===== src/rtl/ring_cnt_pkg.sv =====
// ring_cnt_pkg: shared constants and legality helpers for the ring/Johnson counter.
//   MODE_RING / MODE_JOHNSON : values of the mode input
//   DIR_UP / DIR_DN          : values of the dir input (toward MSB / toward LSB)
//   ring_legal()             : exactly one bit set
//   johnson_legal()          : at most one differing adjacent bit pair within w bits
// Both helpers take a 32-bit zero-extended value, so any WIDTH in 2..32 fits.
package ring_cnt_pkg;

  localparam logic MODE_RING    = 1'b0;
  localparam logic MODE_JOHNSON = 1'b1;
  localparam logic DIR_UP       = 1'b0;
  localparam logic DIR_DN       = 1'b1;

  function automatic logic ring_legal(logic [31:0] v);
    return $countones(v) == 1;
  endfunction

  // Only pairs (i, i+1) with i + 1 < w are inspected; bits above w are ignored.
  function automatic logic johnson_legal(logic [31:0] v, int unsigned w);
    int unsigned cnt;
    cnt = 0;
    for (int unsigned i = 0; i < 31; i++) begin
      if ((i + 1 < w) && (v[i] != v[i+1])) cnt++;
    end
    return cnt <= 1;
  endfunction

endpackage


===== src/rtl/ring_cnt_multi_if.sv =====
// ring_cnt_multi_if: control and status bundle of the ring/Johnson counter.
//   in       : advance enable
//   mode     : 0 ring, 1 Johnson
//   dir      : 0 toward MSB, 1 toward LSB
//   load     : load strobe, load_val : value to load
//   result   : counter state, wrap : return-to-seed pulse, err : error pulse
// master drives the controls, slave (the counter) drives the status.
interface ring_cnt_multi_if #(
  parameter int unsigned WIDTH = 4
);
  logic             in;
  logic             mode;
  logic             dir;
  logic             load;
  logic [WIDTH-1:0] load_val;
  logic [WIDTH-1:0] result;
  logic             wrap;
  logic             err;

  modport master (
    output in, mode, dir, load, load_val,
    input  result, wrap, err
  );

  modport slave (
    input  in, mode, dir, load, load_val,
    output result, wrap, err
  );
endinterface


===== src/rtl/ring_cnt_chk.sv =====
// ring_cnt_chk: combinational legality check of a WIDTH-bit counter word.
//   value      : word under test
//   ring_ok    : value is a legal ring state (one-hot)
//   johnson_ok : value is a legal Johnson state
module ring_cnt_chk
  import ring_cnt_pkg::*;
#(
  parameter int unsigned WIDTH = 4
) (
  input  logic [WIDTH-1:0] value,
  output logic             ring_ok,
  output logic             johnson_ok
);
  logic [31:0] value_ext;

  assign value_ext  = 32'(value);
  assign ring_ok    = ring_legal(value_ext);
  assign johnson_ok = johnson_legal(value_ext, WIDTH);
endmodule


===== src/rtl/ring_cnt_multi.sv =====
// ring_cnt_multi: WIDTH-bit ring (one-hot) / Johnson counter with load and upset recovery.
//   clk : clock, rising edge
//   rst : synchronous active-high reset
//   bus : ring_cnt_multi_if.slave (in, mode, dir, load, load_val -> result, wrap, err)
// Per-edge priority: rst > load > mode change > illegal-state recovery > advance > hold.
module ring_cnt_multi
  import ring_cnt_pkg::*;
#(
  parameter int unsigned WIDTH = 4
) (
  input  logic           clk,
  input  logic           rst,
  ring_cnt_multi_if.slave bus
);
  logic [WIDTH-1:0] result_q, result_d;
  logic             mode_q, mode_d;
  logic             wrap_q, wrap_d;
  logic             err_q, err_d;
  logic [WIDTH-1:0] adv;
  logic             res_ring_ok, res_john_ok;
  logic             ld_ring_ok, ld_john_ok;
  logic             res_legal, ld_legal;

  function automatic logic [WIDTH-1:0] seed_of(logic m);
    return (m == MODE_JOHNSON) ? '0 : WIDTH'(1);
  endfunction

  ring_cnt_chk #(.WIDTH(WIDTH)) u_chk_result (
    .value      (result_q),
    .ring_ok    (res_ring_ok),
    .johnson_ok (res_john_ok)
  );

  ring_cnt_chk #(.WIDTH(WIDTH)) u_chk_load (
    .value      (bus.load_val),
    .ring_ok    (ld_ring_ok),
    .johnson_ok (ld_john_ok)
  );

  // State legality follows the registered mode; load legality follows the mode input.
  assign res_legal = (mode_q == MODE_JOHNSON) ? res_john_ok : res_ring_ok;
  assign ld_legal  = (bus.mode == MODE_JOHNSON) ? ld_john_ok : ld_ring_ok;

  always_comb begin
    adv = result_q;
    if (bus.dir == DIR_UP) begin
      adv = {result_q[WIDTH-2:0],
             (mode_q == MODE_JOHNSON) ? ~result_q[WIDTH-1] : result_q[WIDTH-1]};
    end else begin
      adv = {(mode_q == MODE_JOHNSON) ? ~result_q[0] : result_q[0],
             result_q[WIDTH-1:1]};
    end
  end

  always_comb begin
    result_d = result_q;
    mode_d   = mode_q;
    wrap_d   = 1'b0;
    err_d    = 1'b0;
    if (bus.load) begin
      mode_d = bus.mode;
      if (ld_legal) begin
        result_d = bus.load_val;
      end else begin
        result_d = seed_of(bus.mode);
        err_d    = 1'b1;
      end
    end else if (bus.mode != mode_q) begin
      mode_d   = bus.mode;
      result_d = seed_of(bus.mode);
    end else if (!res_legal) begin
      result_d = seed_of(mode_q);
      err_d    = 1'b1;
    end else if (bus.in) begin
      result_d = adv;
      wrap_d   = (adv == seed_of(mode_q));
    end
  end

  always_ff @(posedge clk) begin
    if (rst) begin
      result_q <= seed_of(bus.mode);
      mode_q   <= bus.mode;
      wrap_q   <= 1'b0;
      err_q    <= 1'b0;
    end else begin
      result_q <= result_d;
      mode_q   <= mode_d;
      wrap_q   <= wrap_d;
      err_q    <= err_d;
    end
  end

  assign bus.result = result_q;
  assign bus.wrap   = wrap_q;
  assign bus.err    = err_q;
endmodule


===== src/flat_wrapper.sv =====
// flat-port wrapper written by rule: the top's interface ports become plain ports
module ring_cnt_multi_flat import ring_cnt_pkg::*;
#(
  parameter int unsigned WIDTH = 4
)
  (clk, rst, bus_in, bus_mode, bus_dir, bus_load, bus_load_val, bus_result, bus_wrap, bus_err);
  ring_cnt_multi_if #(.WIDTH(WIDTH)) bus_i ();
  input  logic clk;
  input  logic rst;
  input wire logic [$bits(bus_i.in)-1:0] bus_in;
  input wire logic [$bits(bus_i.mode)-1:0] bus_mode;
  input wire logic [$bits(bus_i.dir)-1:0] bus_dir;
  input wire logic [$bits(bus_i.load)-1:0] bus_load;
  input wire logic [$bits(bus_i.load_val)-1:0] bus_load_val;
  output wire logic [$bits(bus_i.result)-1:0] bus_result;
  output wire logic [$bits(bus_i.wrap)-1:0] bus_wrap;
  output wire logic [$bits(bus_i.err)-1:0] bus_err;
  assign bus_i.in = bus_in;
  assign bus_i.mode = bus_mode;
  assign bus_i.dir = bus_dir;
  assign bus_i.load = bus_load;
  assign bus_i.load_val = bus_load_val;
  assign bus_result = bus_i.result;
  assign bus_wrap = bus_i.wrap;
  assign bus_err = bus_i.err;
  ring_cnt_multi #(.WIDTH(WIDTH)) u_core (.clk(clk), .rst(rst), .bus(bus_i));
endmodule

===== config.mk =====
export PLATFORM = sky130hd
export DESIGN_NAME = ring_cnt_multi_flat
export DESIGN_NICKNAME = d
export VERILOG_FILES = /design/src/rtl/ring_cnt_pkg.sv /design/src/rtl/ring_cnt_multi_if.sv /design/src/rtl/ring_cnt_chk.sv /design/src/rtl/ring_cnt_multi.sv /design/src/flat_wrapper.sv
export SDC_FILE = /design/constraint.sdc
export NUM_CORES = 1
export LEC_CHECK = 0
export BUFFER_PORTS_ARGS = -buffer_cell sky130_fd_sc_hd__buf_2
export CAP_MARGIN = 40
export CORE_MARGIN = 2
export CORE_UTILIZATION = 47
export DETAILED_ROUTE_END_ITERATION = 7
export PLACE_DENSITY = 0.84
export SLEW_MARGIN = 15
export SYNTH_ARGS = -nofsm -noshare
export SYNTH_HDL_FRONTEND = slang
export SYNTH_SLANG_ARGS = --single-unit

===== constraint.sdc =====
create_clock -name clk -period 2.2 [get_ports clk]
set_input_delay 0.44 -clock clk [delete_from_list [all_inputs] [get_ports clk]]
set_output_delay 0.44 -clock clk [all_outputs]
set_load 0.03 [all_outputs]

==> summary.md, run 1 <==
| Metric | Value |
|---|---|
| Status | `finished with violations` |
| Failing checks | `setup timing` |
| Kind of critical path | `flop to flop` |
| Pre-CTS WS | `-0.217 ns` |
| Finished Core Util | `64.4%` |
| Vias in the first global route | `691` |
| First-pass DRT Iterations | `4` |
| Via Count | `677` |
| All-Layer GR Usage | `20.9%` |
| Critical Path AT | `2.22 ns` |
| Slew margin rel. | `73.1%` |
| Crit end category | `flop` |
| DRT iter0 DRCs | `21` |
| Number of port buffers | `15` |
| Worst skew pair latency | `0.26 ns` |
| HP Class | `input pin to flop` |
| CP required | `2.21 ns` |
| Reg clk slew, reported paths | `0.06 ns` |
| GP Congestion | `0.804` |
| CP Max Fanout | `4` |
| Sw Ratio | `37.5%` |
| FF+latch count, synth | `7` |
| Core ar. | `0.00149 mm²` |
| Seq/Total Area, Yosys | `26.0%` |
| Synth cell types | `35` |
| Area growth, synth to finish | `30.9%` |
| First-pass GRT wire length | `2930 µm` |
| Post-Synthesis Cells | `74` |
| Dpl cell area | `905 µm²` |
| R2R Path End | `u_core.bus.result[1]` |
| Synth warnings | `0` |
| I/O pin count | `16` |
| Post-Route WL | `1700 µm` |
| DRC | `0` |
| Max-slew violations | `0` |
| Nets | `118` |
| TNS Setup | `-0.00509 ns` |
| Psw | `207 µW` |
| Flop2flop setup slack | `-0.002 ns` |
| H-tree Lvls | `1` |
| Detailed Place HPWL | `1320 µm` |
| # rows | `14` |
| Clock Sinks | `7` |
| Mapped cell area | `732 µm²` |
| Inserted Diodes | `0` |
| Worst setup margin | `-0.00202 ns` |
| Worst Reg-to-Reg Cells | `8` |
| Final setup fails | `4` |
| HP Start | `bus_mode` |
| Final Cell Area | `958 µm²` |
| Deepest clock path buffer count | `2` |
| Combinational share of power | `47.5%` |
| Cells on Worst Hold Path | `1` |
| RSZ-0062 raised after global routing | `true` |
| DR WL/cell | `14.7 µm` |
| Clk Tree Root Cell | `clkbuf_4` |
| CTS tree | `yes` |
| Initial Util | `49.2%` |
| Die span in x | `43.5 µm` |
| CTS Buf Count | `3` |
| # hold bufs at CTS | `0` |
| Via density | `5.84` |
| Die area | `0.00189 mm²` |
| Critical Path Source Type | `flop` |
| Total grt overflow | `0` |
| LEAKAGE | `0.409 nW` |
| Slew @ Worst Pin | `0.404 ns` |
| Pwr Density | `576 mW/mm²` |
| Internal power | `345 µW` |
| Layout cell share with drive strength beyond 1 | `47.0%` |
| Filler Cell Count | `122` |
| Average size of a mapped cell | `9.89 µm²` |
| Final period util | `100%` |
| Clock Power Share | `22.3%` |
| Syn Nets | `91` |
| Reg2reg start | `u_core.bus.result[1]` |
| Max_cap viols | `0` |
| FMAX | `0.454 GHz` |
| Die Ht | `43.5 µm` |
| Final Hold Violating Endpoints | `0` |
| Max IR drop VDD | `0.316 mV` |
| Initial antenna violation count | `0` |
| Final clock skew | `0.000828 ns` |
| Antenna Nets Post-Route | `0` |
| Largest net degree at the start of global routing | `12` |
| WHS Endpoint | `u_core.mode_q` |
| Total power | `552 µW` |
| Sequential share of power | `30.2%` |
| Tmin final | `2.20 ns` |
==> worst max-delay path by stage <==
| stage | from | end | slack, ns | cells after the start |
|---|---|---|---|---|
| after floorplan | u_core.bus.result[0] | u_core.bus.result[0] | -0.33 | 8 |
| after global placement | bus_load_val[0] | u_core.bus.result[0] | -0.15 | 9 |
| after detailed placement | bus_load_val[1] | u_core.bus.result[2] | -0.22 | 10 |
| after CTS | u_core.bus.result[1] | u_core.bus.result[1] | -0.005 | 8 |
| after global routing | u_core.bus.result[1] | u_core.bus.result[1] | -0.08 | 8 |
| final | u_core.bus.result[1] | u_core.bus.result[1] | -0.002 | 8 |
==> Yosys cell counts, drive strengths merged <==
cell type / instances / area [µm²]
mux2i: 2 / 20.0
edfxtp: 5 / 150
xor2: 2 / 17.5
nor2: 3 / 11.3
nor4: 2 / 27.5
a32o: 1 / 10.0
o21a: 2 / 16.3
o32a: 1 / 11.3
a21oi: 3 / 15.0
fa: 3 / 60.1
nand2: 6 / 22.5
o221ai: 2 / 17.5
ha: 4 / 50.1
o2bb2ai: 3 / 26.3
o311a: 1 / 10.0
inv: 10 / 37.5
nand3: 1 / 5.00
nor3: 4 / 36.3
buf: 4 / 35.0
and3: 1 / 6.26
o41ai: 2 / 17.5
o211ai: 1 / 7.51
and4: 1 / 11.3
nand2b: 1 / 6.26
o31ai: 1 / 21.3
or2: 1 / 6.26
o21ai: 2 / 10.0
xnor2: 3 / 26.3
dfxtp: 2 / 40.0
==> critical path: stages, from the launching register on <==
cell,delay (ns)
edfxtp_1,0.43
ha_4,0.30
inv_2,0.03
fa_2,0.32
inv_2,0.07
ha_4,0.20
nor4_4,0.22
o31ai_4,0.11
or2_4,0.27
==> power groups by stage <==
stage | registers, mW | clock network (mW) | logic (mW)
6_report | 0.167 | 0.123 | 0.262
5_1_grt | 0.168 | 0.135 | 0.290
4_1_cts | 0.167 | 0.124 | 0.256
3_5_place_dp | 0.169 | 0 | 0.248
3_3_place_gp | 0.169 | 0 | 0.240
2_1_floorplan | 0.189 | 0 | 0.158
==> metal layers <==
| metal | GRT usage (%) | routed length, µm | up-vias |
|---|---|---|---|
| li1 | - | - | 327 |
| met5 | 0 | 0 | - |
| met4 | 10.9 | 11 | 0 |
| met1 | 25.5 | 669 | 323 |
| met3 | 2.50 | 77 | 2 |
| met2 | 35.8 | 942 | 25 |
==> cell usage in the layout (no fill, tap or decap), drive strengths merged, types with 2 or more instances in the layout <==
master / n
buf: 26
inv: 10
nand2: 6
edfxtp: 5
clkbuf: 4
nor3: 4
ha: 4
xnor2: 3
a21oi: 3
nor2: 3
o2bb2ai: 3
fa: 3
o221ai: 2
o21ai: 2
xor2: 2
mux2i: 2
dfxtp: 2
o41ai: 2
o21a: 2
nor4: 2
==> kinds of logic after synthesis <==
group | count (synthesis) | synth area share [%]
xor gates and xnor gates | 5 | 5.98
muxes | 2 | 2.74
AOI/OAI and AO/OA | 19 | 22.2
buffers and inverters | 14 | 9.91
DFF | 7 | 26.0
adders and majority gates | 7 | 15.0
and+or+nand+nor | 20 | 18.1
==> flip-flops by register name, summed over array words and instances, names as in the netlist <==
signal             count
u_core.bus.err         1
u_core.bus.result      4
u_core.bus.wrap        1
u_core.mode_q          1
==> per-stage QoR <==
stage	cells	hold WS, ns
after floorplan	74	0.539
after global placement	111	0.604
after detailed placement	111	0.636
after CTS	116	0.468
after global routing	116	0.475
final	116	0.468
==> repair_timing <==
action,CTS,global route
setup endpoints to repair,7,9
resized for setup,0,4
pin swaps,3,0
setup buffers,1,0
==> area by class of cell <==
class / count / area [µm²] / area share, %
timing repair buffer: 26 / 158 / 16.4
inverter: 10 / 37.5 / 3.92
sequential: 7 / 190 / 19.8
multi-input combinational: 53 / 527 / 55.0
clock buffer: 4 / 26.3 / 2.74
tap: 16 / 20.0 / 2.09
Power figures use the tool's default switching activity.
==> run 2: changes to the inputs <==
Settings changed: CORE_UTILIZATION 47 to 52, PLACE_DENSITY 0.84 to 0.85.
Clock period 2.2 ns to 2.5 ns, I/O delays scaled along.
==> run 2 against run 1 <==
The run now ends clean. Setup slack better by 0.19 ns. Power is 17% lower. Core utilization is 4.8 points higher. Non-clock buffer count is 4 lower. Wire length is 9.3% lower. Highest routed layer unchanged. Clock power is 14% lower. Critical endpoint is now u_core.bus.result[0]. Clock-buffer cell count stayed put. Largest power group unchanged. Critical path depth is 1 higher. Sequential share of layout area is 1.3 points higher.
==> summary.md, run 2 (synthesis gave the netlist of run 1 again) <==
| Metric | Value |
|---|---|
| Status | `finished, final reports clean` |
| Psw | `170 µW (-18%)` |
| # hold bufs at CTS | `0 (unchanged)` |
| Inserted Diodes | `0 (unchanged)` |
| Critical Path AT | `2.29 ns (+0.07 ns)` |
| Max FFs per register | `4 (unchanged)` |
| Final Hold Violating Endpoints | `0 (unchanged)` |
| Core ar. | `0.00130 mm² (-13%)` |
| Max IR drop VDD | `0.283 mV (-10%)` |
| Number of port buffers | `15 (unchanged)` |
| FMAX | `0.432 GHz` |
| Tmin final | `2.31 ns` |
| Area growth, synth to finish | `22.9%` |
| First-pass DRT Iterations | `4 (unchanged)` |
| Crit end category | `flop` |
| All-Layer GR Usage | `20.7% (-0.19 points)` |
| Slew @ Worst Pin | `0.421 ns (+0.0177 ns)` |
| Sequential share of power | `31.8% (+1.6 points)` |
| DRT iter0 DRCs | `9 (-57%)` |
| Placed insts | `107 (-3.6%)` |
| Most frequent cells in the layout | `buf_2 (15), inv_1 (8), buf_4 (7)` |
| CTS Buf Count | `3 (unchanged)` |
| Nets | `114 (-3.4%)` |
| Post-Route WL | `1540 µm (-9.3%)` |
| Vias in the first global route | `658 (-4.8%)` |
| HP Class | `input pin to flop` |
| Die area | `0.00172 mm² (-8.8%)` |
| Layout cell share with drive strength beyond 1 | `39.6% (-7.4 points)` |
| Die span in x | `41.5 µm (-4.5%)` |
| Total grt overflow | `0 (unchanged)` |
| LEAKAGE | `0.380 nW (-6.9%)` |
| Max-slew violations | `0 (unchanged)` |
| Final period util | `92.5%` |
| Dpl cell area | `873 µm² (-3.5%)` |
| Filler Cell Count | `116 (-4.9%)` |
| Internal power | `290 µW (-16%)` |
| CP required | `2.48 ns (+0.27 ns)` |
| Critical Path Source Type | `input pin` |
| Initial antenna violation count | `0 (unchanged)` |
| Clock Sinks | `7 (unchanged)` |
| CP Max Fanout | `2 (-2)` |
| Final Cell Area | `900 µm² (-6.1%)` |
| Worst skew pair latency | `0.26 ns (about the same)` |
| Layout Cells excl Fill | `111 (-4.3%)` |
| Via density | `5.89 (+0.95%)` |
| Combinational share of power | `45.2% (-2.3 points)` |
| Pwr Density | `512 mW/mm² (-11%)` |
| CTS tree | `yes` |
| DR WL/cell | `13.9 µm (-5.2%)` |
| Die Ht | `41.5 µm (-4.5%)` |
| Cts repair resizes | `0 (unchanged)` |
| # rows | `13 (-1)` |
| Commonest non-fill, non-tap cell in the layout | `buf_2` |
| Via Count | `654 (-3.4%)` |
| Slew margin rel. | `71.9% (-1.2 points)` |
| Setup bufs post-CTS | `0 (-1)` |
| Antenna Nets Post-Route | `0 (unchanged)` |
| First-pass GRT wire length | `2670 µm (-8.7%)` |
| RSZ-0062 raised after global routing | `false` |
| TNS Setup | `0 ns (+0.00509 ns)` |
| Largest net degree at the start of global routing | `12 (unchanged)` |
| Final clock skew | `0.00930 ns (+0.00848 ns)` |
| Initial Util | `56.3% (+7.1 points)` |
| Deepest clock path buffer count | `2 (unchanged)` |
| GP Congestion | `0.807 (+0.37%)` |
| Detailed Place HPWL | `1290 µm (-2.4%)` |
| Sw Ratio | `37.0% (-0.54 points)` |
| Final setup fails | `0 (-4)` |
| DRC | `0 (unchanged)` |
| H-tree Lvls | `1 (unchanged)` |
| Max_cap viols | `0 (unchanged)` |
| Clock Power Share | `22.9% (+0.6 points)` |
| Clk Tree Root Cell | `clkbuf_4` |
| Reg clk slew, reported paths | `0.06 ns (about the same)` |
| I/O pin count | `16 (unchanged)` |
| Kind of critical path | `input pin to flop` |
-- run 2: final cells by class --
type | count | area (µm²) | area share [%]
repair buffers | 22 | 128 | 14.2
flip-flops and latches | 7 | 190 | 21.1
clock buffers | 4 | 26.3 | 2.92
inverters | 10 | 37.5 | 4.17
multi-input cells | 53 | 499 | 55.5
well taps | 15 | 18.8 | 2.09
-- run 2: power groups by stage --
stage / clock network [mW] / logic [mW] / registers [mW]
floorplan: 0 / 0.137 / 0.167
global placement: 0 / 0.202 / 0.149
detailed placement: 0 / 0.209 / 0.149
CTS: 0.106 / 0.209 / 0.147
global route: 0.113 / 0.228 / 0.148
finish: 0.106 / 0.208 / 0.147
-- run 2: path summary, 6_finish.rpt --
check                             from              endpoint  slack [ns]  depth (start not counted)
setup / recovery       bus_load_val[0]  u_core.bus.result[0]        0.19                          9
hold reg to reg   u_core.bus.result[2]       u_core.bus.wrap        0.63                          3
setup reg to reg  u_core.bus.result[1]  u_core.bus.result[0]        0.20                          8
hold / removal                  bus_in       u_core.bus.wrap        0.52                          3
-- run 2: critical path, cell delays in order --
cell and delay (ns):
buf_2 0.11, ha_1 0.27, inv_1 0.06, fa_1 0.35, inv_1 0.06, ha_1 0.23
o41ai_1 0.37, o311a_1 0.22, o221ai_1 0.12
-- run 2: routing by layer --
metal,GRT usage [%],vias to the layer above,share of wire (%)
met5,0,-,0
met4,16.8,0,3.5
met3,2.61,6,2.7
met2,34.4,19,52
met1,23.4,311,42
li1,-,318,-
-- run 2: per-stage QoR --
step	setup WS, ns	total power [mW]	hold WS (ns)	util, %
floorplan	-0.0344	0.303	0.599	-
global placement	-0.0247	0.350	0.598	67.1
detailed placement	-0.0634	0.358	0.614	67.1
CTS	0.0634	0.462	0.521	69.1
global route	0.0888	0.489	0.524	69.1
finish	0.187	0.461	0.519	69.1
